[src/rtl/nonce_result_arbiter.sv]
// nonce_result_arbiter: per-core golden-nonce latches feeding a round-robin
// arbiter and a small FIFO for host readout, with a saturating drop counter.
module nonce_result_arbiter #(
  parameter int NCORES = 2,
  parameter int DEPTH  = 4,
  localparam int CORE_BITS = (NCORES > 1) ? $clog2(NCORES) : 1,
  localparam int PTR_BITS  = $clog2(DEPTH),
  localparam int CNT_BITS  = $clog2(DEPTH) + 1
) (
  input  logic                   hash_clk,
  input  logic                   reset,
  input  logic                   flush,
  input  logic [NCORES-1:0]      gn_match,
  input  logic [32*NCORES-1:0]   golden_nonce_in,
  input  logic                   pop,
  output logic                   nonce_valid,
  output logic [31:0]            nonce_out,
  output logic [CORE_BITS-1:0]   core_id,
  output logic [CNT_BITS-1:0]    fifo_count,
  output logic [7:0]             drop_count
);

  typedef struct packed {
    logic [CORE_BITS-1:0] core;
    logic [31:0]          nonce;
  } entry_t;

  logic [NCORES-1:0]    pending_q, pending_d;
  logic [31:0]          pnonce_q [NCORES];
  logic [31:0]          pnonce_d [NCORES];
  logic [CORE_BITS-1:0] rr_q, rr_d;
  logic [PTR_BITS-1:0]  wr_q, wr_d;
  logic [PTR_BITS-1:0]  rd_q, rd_d;
  logic [CNT_BITS-1:0]  cnt_q, cnt_d;
  logic [7:0]           drop_q, drop_d;
  entry_t               mem_q [DEPTH];

  logic                 pop_eff;
  logic                 space;
  logic                 push;
  logic [CORE_BITS-1:0] grant_idx;
  logic [3:0]           drops;
  logic [8:0]           drop_sum;
  entry_t               push_ent;
  entry_t               head;

  assign nonce_valid = (cnt_q != '0);
  assign pop_eff     = pop & nonce_valid;
  assign space       = (cnt_q < CNT_BITS'(DEPTH)) | pop_eff;

  // Lowest offset from rr_q wins; scanning downward lets it overwrite last.
  always_comb begin
    push      = 1'b0;
    grant_idx = '0;
    for (int k = NCORES - 1; k >= 0; k--) begin
      if (pending_q[(int'(rr_q) + k) % NCORES]) begin
        push      = 1'b1;
        grant_idx = CORE_BITS'((int'(rr_q) + k) % NCORES);
      end
    end
    if (!space) begin
      push      = 1'b0;
      grant_idx = '0;
    end
  end

  always_comb begin
    rr_d = rr_q;
    if (push) begin
      if (int'(grant_idx) == NCORES - 1) begin
        rr_d = '0;
      end else begin
        rr_d = grant_idx + CORE_BITS'(1);
      end
    end
  end

  // A granted core is freed first, so a same-cycle hit refills it cleanly.
  always_comb begin
    pending_d = pending_q;
    pnonce_d  = pnonce_q;
    drops     = '0;
    for (int i = 0; i < NCORES; i++) begin
      if (push && (grant_idx == CORE_BITS'(i))) begin
        pending_d[i] = 1'b0;
      end
      if (gn_match[i]) begin
        if (!pending_d[i]) begin
          pending_d[i] = 1'b1;
          pnonce_d[i]  = golden_nonce_in[32*i +: 32];
        end else begin
          drops = drops + 4'd1;
        end
      end
    end
  end

  assign drop_sum = {1'b0, drop_q} + 9'(drops);
  assign drop_d   = drop_sum[8] ? 8'hff : drop_sum[7:0];

  assign wr_d  = wr_q + PTR_BITS'(push);
  assign rd_d  = rd_q + PTR_BITS'(pop_eff);
  assign cnt_d = cnt_q + CNT_BITS'(push) - CNT_BITS'(pop_eff);

  assign push_ent.core  = grant_idx;
  assign push_ent.nonce = pnonce_q[grant_idx];

  always_ff @(posedge hash_clk) begin
    if (reset) begin
      pending_q <= '0;
      rr_q      <= '0;
      wr_q      <= '0;
      rd_q      <= '0;
      cnt_q     <= '0;
      drop_q    <= '0;
      for (int i = 0; i < NCORES; i++) begin
        pnonce_q[i] <= '0;
      end
    end else if (flush) begin
      pending_q <= '0;
      rr_q      <= '0;
      wr_q      <= '0;
      rd_q      <= '0;
      cnt_q     <= '0;
      for (int i = 0; i < NCORES; i++) begin
        pnonce_q[i] <= '0;
      end
    end else begin
      pending_q <= pending_d;
      rr_q      <= rr_d;
      wr_q      <= wr_d;
      rd_q      <= rd_d;
      cnt_q     <= cnt_d;
      drop_q    <= drop_d;
      for (int i = 0; i < NCORES; i++) begin
        pnonce_q[i] <= pnonce_d[i];
      end
    end
  end

  // Storage needs no reset: every read of it is masked by nonce_valid.
  always_ff @(posedge hash_clk) begin
    if (push && !reset && !flush) begin
      mem_q[wr_q] <= push_ent;
    end
  end

  assign head       = mem_q[rd_q];
  assign nonce_out  = nonce_valid ? head.nonce : '0;
  assign core_id    = nonce_valid ? head.core : '0;
  assign fifo_count = cnt_q;
  assign drop_count = drop_q;

endmodule

[config.mk]
export PLATFORM = sky130hd
export DESIGN_NAME = nonce_result_arbiter
export DESIGN_NICKNAME = d
export VERILOG_FILES = /design/src/rtl/nonce_result_arbiter.sv
export SDC_FILE = /design/constraint.sdc
export NUM_CORES = 1
export LEC_CHECK = 0
export CORE_ASPECT_RATIO = 1.25
export CORE_MARGIN = 2
export CORE_UTILIZATION = 55
export CTS_BUF_LIST = sky130_fd_sc_hd__clkbuf_8 sky130_fd_sc_hd__clkbuf_16
export DETAILED_ROUTE_END_ITERATION = 8
export PLACE_DENSITY = 0.8
export SETUP_SLACK_MARGIN = 0.05
export SLEW_MARGIN = 30
export SYNTH_ARGS = -nofsm -noshare
export SYNTH_HDL_FRONTEND = slang
export SYNTH_SLANG_ARGS = --single-unit
[constraint.sdc]
create_clock -name hash_clk -period 6.7 [get_ports hash_clk]
set_clock_uncertainty 0.1 [all_clocks]
set_input_delay 1.34 -clock hash_clk [delete_from_list [all_inputs] [get_ports hash_clk]]
set_output_delay 1.34 -clock hash_clk [all_outputs]
set_load 0.005 [all_outputs]
==> results.py, run 1 <==
metrics = {
    "pwr": {
        "max-vdd-ir-drop_mv": 0.161,
        "p_per_area_nw_per_um2": 249,
        "p_int_mw": 2.10,
        "p_sw_share_pct": 21.8,
        "p_leak_nw": 3.71,
        "power_switching_mw": 0.584,
        "p_seq_share_pct": 53.0,
        "power.total_mw": 2.68,
        "p_clk_share_pct": 40.0,
        "pwr-share-comb_pct": 7.0,
    },
    "worst_setup_path": {
        "reg2reg_depth": 14,
        "worstPathArrival_ps": 5050,
        "r2r_setup_slack_ps": 2950,
        "critPathMaxFanout": 34,
        "r2r_end": "drop_count[3]",
        "path_class": "in2reg",
        "worstPathRequired_ps": 7020,
        "timing.rr.start": "fifo_count[2]",
        "startpoint_type": "primary input",
        "end_kind": "register",
    },
    "place": {
        "dp_hpwl_um": 12800,
        "gp_congestion": 0.827,
        "portBuffers": 114,
    },
    "cts": {
        "clk_path_buf_depth": 3,
        "htreeDepth": 1,
        "clk_pin_slew_worst_paths_ps": 60,
        "cts-root-buf": "clkbuf_16",
        "clock-sinks": 214,
        "clkLatencyLatePin_ps": 500,
        "post_cts_buffers": 0,
        "cts_buffers": 21,
        "cts_tree": "built",
        "cts-resized-gates": 0,
        "hold_buffers": 0,
    },
    "final_layout": {
        "multi_input_area_um2": 2940,
        "nNetsFinal": 822,
        "area_growth_pct": 22.1,
        "fill_cells": 1064,
        "seq_area_um2": 5610,
        "num_antenna_cells": 0,
        "drive_gt1_share_pct": 19.4,
    },
    "run_status": {
        "status": "finished clean",
    },
    "min_path": {
        "whs_path_depth": 2,
        "worstHoldStart": "pnonce_q[5]",
        "whs_endpoint": "pnonce_q[5]",
        "hold_path_class": "reg2reg",
    },
    "sta": {
        "max_freq_ghz": 0.211,
        "fin_crit_sh_pct": 70.7,
        "finalSetupTns_ps": 0,
        "rsz0062_at_grt": "false",
        "slew-limit-headroom_pct": 35.7,
        "finalSetupViolations": 0,
        "finalCriticalPeriod_ps": 4740,
        "hold_violations": 0,
        "drv_slew": 0,
        "worstMarginPinSlew_ps": 965,
    },
    "drt": {
        "detail_route.wl_per_cell_um": 20.8,
        "firstDrtPassIters": 4,
        "antenna_left": 0,
        "vias": 5830,
        "drt_iter0_markers": 541,
        "wl_um": 20100,
        "drc_errors": 0,
        "routed_via_density": 6.02,
    },
    "floorplanning": {
        "rows": 51,
        "die_x_um": 117,
        "ios": 115,
        "core_area_um2": 15600,
        "start_util_pct": 56.5,
        "die_h_um": 146,
        "dieArea_um2": 17100,
    },
    "yosys": {
        "synthesis.area_um2": 8830,
        "yosysUniqueCellTypes": 44,
        "synth.avg_cell_area_um2": 13.8,
        "ys_seq_area_share_pct": 63.5,
        "ys.flop_type": "edfxtp_1",
        "synth_warnings": 0,
        "ys_ff_latch": 214,
        "synth-edff-count": 132,
        "syn-instance-count": 642,
        "synth_nets": 721,
        "ys_async_sr_fraction_pct": 0,
    },
    "grt": {
        "grt_max_degree": 74,
        "grt_usage_pct": 23.3,
        "grt_pass1_wl_um": 31500,
        "grt_overflow": 0,
        "grt_pass1_vias": 5997,
        "antenna_found_initial": 0,
    },
    "job": {
        "cap_violations": 0,
    },
}
## worst max-delay path: stages
cell	delay, ps
clkdlybuf4s50_1	530
nand2b_1	200
a21bo_1	140
buf_4	370
clkinv_4	360
ha_1	390
nand2_1	50
o31ai_1	90
ha_1	230
inv_1	60
fa_1	410
or3b_4	430
nor2_2	160
nand2_1	120
a21oi_1	180
## worst max-delay path by stage
stage / slack (ps) / from / end / cells past startpoint
floorplan: 1010 / reset / mem_q[0][0] / 4
CTS: 2020 / pop / drop_count[6] / 14
global route: 1850 / pop / drop_count[6] / 14
global placement: 1770 / pop / drop_count[6] / 14
detailed placement: 1520 / pop / drop_count[6] / 14
finish: 1960 / pop / drop_count[3] / 15
## metal layers
layer  up-vias  track usage, %  share of wire (%)  wire length (µm)
met5         -               0                  0                 0
met4         0            7.89                1.9               389
met3        37            3.61                7.0              1410
met2       257            41.7                 52             10500
met1      2924            28.9                 39              7790
li1       2612               -                  -                 -
## cell usage after synthesis, types with 2 or more instances
master | instances | area, µm²
nor3_1 | 4 | 20.0
nand3_1 | 65 | 325
clkbuf_2 | 2 | 10.0
o21ai_0 | 28 | 140
xnor2_1 | 5 | 43.8
dfxtp_1 | 82 | 1640
nand2_1 | 5 | 18.8
mux2_2 | 33 | 372
buf_6 | 8 | 90.1
buf_1 | 5 | 18.8
a21oi_2 | 10 | 87.6
fa_1 | 2 | 40.0
nor2b_1 | 34 | 213
o21ai_2 | 10 | 87.6
a31oi_1 | 3 | 18.8
buf_2 | 15 | 75.1
nor4_1 | 3 | 18.8
o21ai_1 | 28 | 140
nand2b_1 | 2 | 12.5
clkbuf_1 | 21 | 78.8
mux4_2 | 33 | 743
inv_1 | 11 | 41.3
nor2_1 | 11 | 41.3
a21oi_1 | 62 | 310
ha_1 | 7 | 87.6
and2_1 | 4 | 25.0
edfxtp_1 | 132 | 3960
## power by group through the flow
stage                     clock network [mW]  registers (mW)  logic, mW
after CTS                               1.09            1.42      0.188
after global placement                     0            1.45      0.182
after global routing                    1.14            1.42      0.202
final                                   1.07            1.42      0.188
after detailed placement                   0            1.45      0.187
after floorplan                            0            1.45     0.0972
## cells in the final DEF, fill, tap and decap left out, types with 3 or more instances in the layout
cell type,n
nor2_1,9
buf_4,12
ha_1,7
o21ai_0,28
mux2_2,33
a21oi_2,10
a31oi_1,3
nand2_1,5
clkinv_2,4
nor3_1,4
and2_1,4
clkdlybuf4s50_1,114
xnor2_1,5
o21ai_1,28
nor2b_1,34
edfxtp_1,132
mux4_2,33
a21oi_1,62
dfxtp_1,80
clkbuf_16,21
o21ai_2,10
nand3_1,65
inv_1,16
## cell type report
cell class | count | area share (%)
clock inverter | 14 | 0.638
clock buffer | 23 | 5.13
multi-input combinational | 365 | 27.2
timing repair buffer | 129 | 12.1
tap | 212 | 2.46
sequential | 214 | 52.0
inverter | 12 | 0.464
## state kept, by name, summed over array words and instances (netlist names)
| register | cells |
|---|---|
| rr_q | 1 |
| pnonce_q | 64 |
| wr_q | 2 |
| fifo_count | 3 |
| mem_q | 132 |
| rd_q | 2 |
| drop_count | 8 |
| pending_q | 2 |
## stage by stage
stage / worst slack [ps] / std cells / cell area (µm²) / hold slack [ps] / utilization [%]
after floorplan: 1010 / 642 / 8830 / 344 / -
after global placement: 1770 / 929 / 10100 / 349 / 64.6
after detailed placement: 1520 / 932 / 10200 / 356 / 65.0
after CTS: 2020 / 969 / 10800 / 365 / 69.0
after global routing: 1850 / 969 / 10800 / 388 / 69.0
final: 1960 / 969 / 10800 / 363 / 69.0
## logic make-up (layout without fill, tap and decap cells)
group / Yosys count / in the layout / share of synthesized area (%)
muxes: 67 / 67 / 12.7
buffers and inverters: 63 / 178 / 3.66
adders and majority gates: 9 / 9 / 1.44
AOI/OAI and AO/OA: 146 / 146 / 9.46
and+or+nand+nor: 137 / 137 / 8.64
DFF: 214 / 214 / 63.5
xor gates and xnor gates: 6 / 6 / 0.595
Note: power is estimated with default switching activity, not from simulation.
==> run 2: changes to the inputs <==
--- a/config.mk
+++ b/config.mk
@@ -7,10 +7,10 @@
 export LEC_CHECK = 0
 export CORE_ASPECT_RATIO = 1.25
 export CORE_MARGIN = 2
-export CORE_UTILIZATION = 55
+export CORE_UTILIZATION = 50
 export CTS_BUF_LIST = sky130_fd_sc_hd__clkbuf_8 sky130_fd_sc_hd__clkbuf_16
 export DETAILED_ROUTE_END_ITERATION = 8
-export PLACE_DENSITY = 0.8
+export PLACE_DENSITY = 0.76
 export SETUP_SLACK_MARGIN = 0.05
 export SLEW_MARGIN = 30
 export SYNTH_ARGS = -nofsm -noshare
==> constraint.sdc (replaced) <==
create_clock -name hash_clk -period 3.85 [get_ports hash_clk]
set_clock_uncertainty 0.1 [all_clocks]
set_input_delay 0.77 -clock hash_clk [delete_from_list [all_inputs] [get_ports hash_clk]]
set_output_delay 0.77 -clock hash_clk [all_outputs]
set_load 0.005 [all_outputs]
==> run 2 against run 1 <==
Net effect:
- global-route usage down 0.92 points
- critical path depth is 2 lower
- total power up 75%
- non-clock buffer count up 4
- sequential share of layout area fell by 0.23 points
- count of clock-buffer cells in the layout stayed put
- die area rose by 9.7%
- clock power rose by 77%
- sequential power is 74% higher
- critical path type unchanged
==> results.py, run 2 (same netlist as run 1, synthesis figures left out) <==
metrics = {
    "worst_setup_path": {
        "path_common_cell": "ha_1",
        "cp_num_buf_inv": 2,
        "slowest_stage": "clkdlybuf4s50_1",
        "critical-path-top-delay-family": "simple AND/OR/NAND/NOR gates",
        "slowest_delay_ps": 470,
        "startpoint": "pop",
        "end_kind": "register",
        "worstPathRequired_ps": 4120,
        "timing.rr.start": "fifo_count[2]",
        "cp_cell_sequence": "clkdlybuf4s50_1 > and2b_1 > o21ai_4 > nor2_1 > ha_1 > nand2_1 > o31ai_1 > ha_1 > inv_1 > fa_1 > or3b_4 > nor4_1 > nor3_1",
        "startpoint_type": "primary input",
        "path_class": "in2reg",
        "critPathMaxFanout": 5,
        "worstPathArrival_ps": 3680,
    },
    "cts": {
        "clkLatencyLatePin_ps": 500,
        "cts_tree": "built",
        "htreeDepth": 1,
        "cts-root-buf": "clkbuf_16",
        "cts-resized-gates": 0,
        "cts_buffers": 20,
        "hold_buffers": 0,
        "clock-sinks": 214,
        "clk_pin_slew_worst_paths_ps": 60,
        "post_cts_buffers": 0,
        "clk_path_buf_depth": 3,
    },
    "sta": {
        "rsz0062_at_grt": "false",
        "slew-limit-headroom_pct": 41.1,
        "finalSetupViolations": 0,
        "fin_crit_sh_pct": 88.6,
        "whs_ps": 366,
        "hold_violations": 0,
        "finalCriticalPeriod_ps": 3410,
        "max_freq_ghz": 0.293,
        "finalSetupTns_ps": 0,
        "worstMarginPinSlew_ps": 881,
        "fin_ws_ps": 440,
        "drv_slew": 0,
    },
    "drt": {
        "firstDrtPassIters": 5,
        "drt_iter0_markers": 466,
        "routed_via_density": 5.78,
        "antenna_left": 0,
        "vias": 5686,
        "wl_um": 20800,
        "detail_route.wl_per_cell_um": 21.1,
        "drc_errors": 0,
    },
    "pwr": {
        "pwr-share-comb_pct": 7.1,
        "p_seq_share_pct": 52.6,
        "p_per_area_nw_per_um2": 434,
        "max-vdd-ir-drop_mv": 0.245,
        "p_clk_share_pct": 40.3,
        "p_int_mw": 3.71,
        "p_leak_nw": 3.72,
        "power_switching_mw": 0.992,
        "p_sw_share_pct": 21.1,
        "power.total_mw": 4.70,
    },
    "place": {
        "placed_area_um2": 10200,
        "dp_hpwl_um": 13000,
        "gp_congestion": 0.807,
        "pre_cts_slack_ps": -8.55,
        "portBuffers": 114,
        "place_inst": 948,
    },
    "floorplanning": {
        "die_x_um": 123,
        "ios": 115,
        "die_h_um": 153,
        "rows": 54,
        "core_area_um2": 17400,
        "start_util_pct": 50.9,
        "dieArea_um2": 18800,
    },
    "min_path": {
        "hold_path_class": "reg2reg",
        "worstHoldStart": "pnonce_q[8]",
    },
    "grt": {
        "antenna_found_initial": 0,
        "grt_usage_pct": 22.3,
        "grt_pass1_vias": 5942,
        "grt_overflow": 0,
        "grt_max_degree": 72,
        "grt_pass1_wl_um": 31900,
    },
    "final_layout": {
        "final_common_cell": "edfxtp_1",
        "final_core_util_pct": 62.4,
        "nNetsFinal": 825,
        "num_antenna_cells": 0,
        "seq_area_um2": 5610,
        "fin_cells": 984,
        "area_growth_pct": 22.7,
        "regMostFlops": "mem_q",
        "largest_reg_flops": 132,
        "fill_cells": 1261,
        "stdcell_area_um2": 10800,
        "drive_gt1_share_pct": 19.5,
        "multi_input_area_um2": 2940,
        "layout.cells.most_common_list": "edfxtp_1 (132), clkdlybuf4s50_1 (114), dfxtp_1 (80)",
    },
    "run_status": {
        "status": "finished clean",
    },
    "job": {
        "cap_violations": 0,
    },
}
run 2: cell count changes in the layout (fill, tap and decap cells not counted), moves of 2 or more:
| cell | before | now |
|---|---|---|
| buf_4 | 12 | 16 |
| buf_12 | 0 | 3 |
| clkinv_1 | 1 | 4 |
| buf_16 | 2 | 0 |
| clkinv_2 | 4 | 2 |
run 2: power groups by stage:
| stage | registers, mW | clock network (mW) | logic (mW) |
|---|---|---|---|
| floorplan | 2.51 | 0 | 0.169 |
| global placement | 2.52 | 0 | 0.327 |
| detailed placement | 2.52 | 0 | 0.331 |
| CTS | 2.47 | 1.91 | 0.334 |
| global route | 2.48 | 2.00 | 0.359 |
| finish | 2.47 | 1.89 | 0.333 |
run 2: tightest hold or removal path, cell delays in order (launching register included):
cell,delay (ps)
dfxtp_1,310
o21ai_2,60
a21oi_2,50
run 2: layout make-up:
cell class / count / share of cell area (%)
flip-flops and latches: 214 / 51.8
clock inverters: 13 / 0.762
repair buffers: 133 / 12.2
well taps: 224 / 2.59
inverters: 12 / 0.462
multi-input cells: 365 / 27.1
clock buffers: 23 / 5.11
run 2: worst paths after layout:
kind,to,slack (ps),cells after the start
min reg2reg,pnonce_q[8],370,2
max,drop_count[6],440,13
max reg2reg,drop_count[6],810,12
min,pnonce_q[8],370,2
run 2: layer usage:
metal	track usage [%]	vias up	part of all wire, %
met4	7.88	0	2.0
met5	0	-	0
met3	3.29	41	6.4
li1	-	2619	-
met1	27.9	2808	39
met2	39.1	218	53
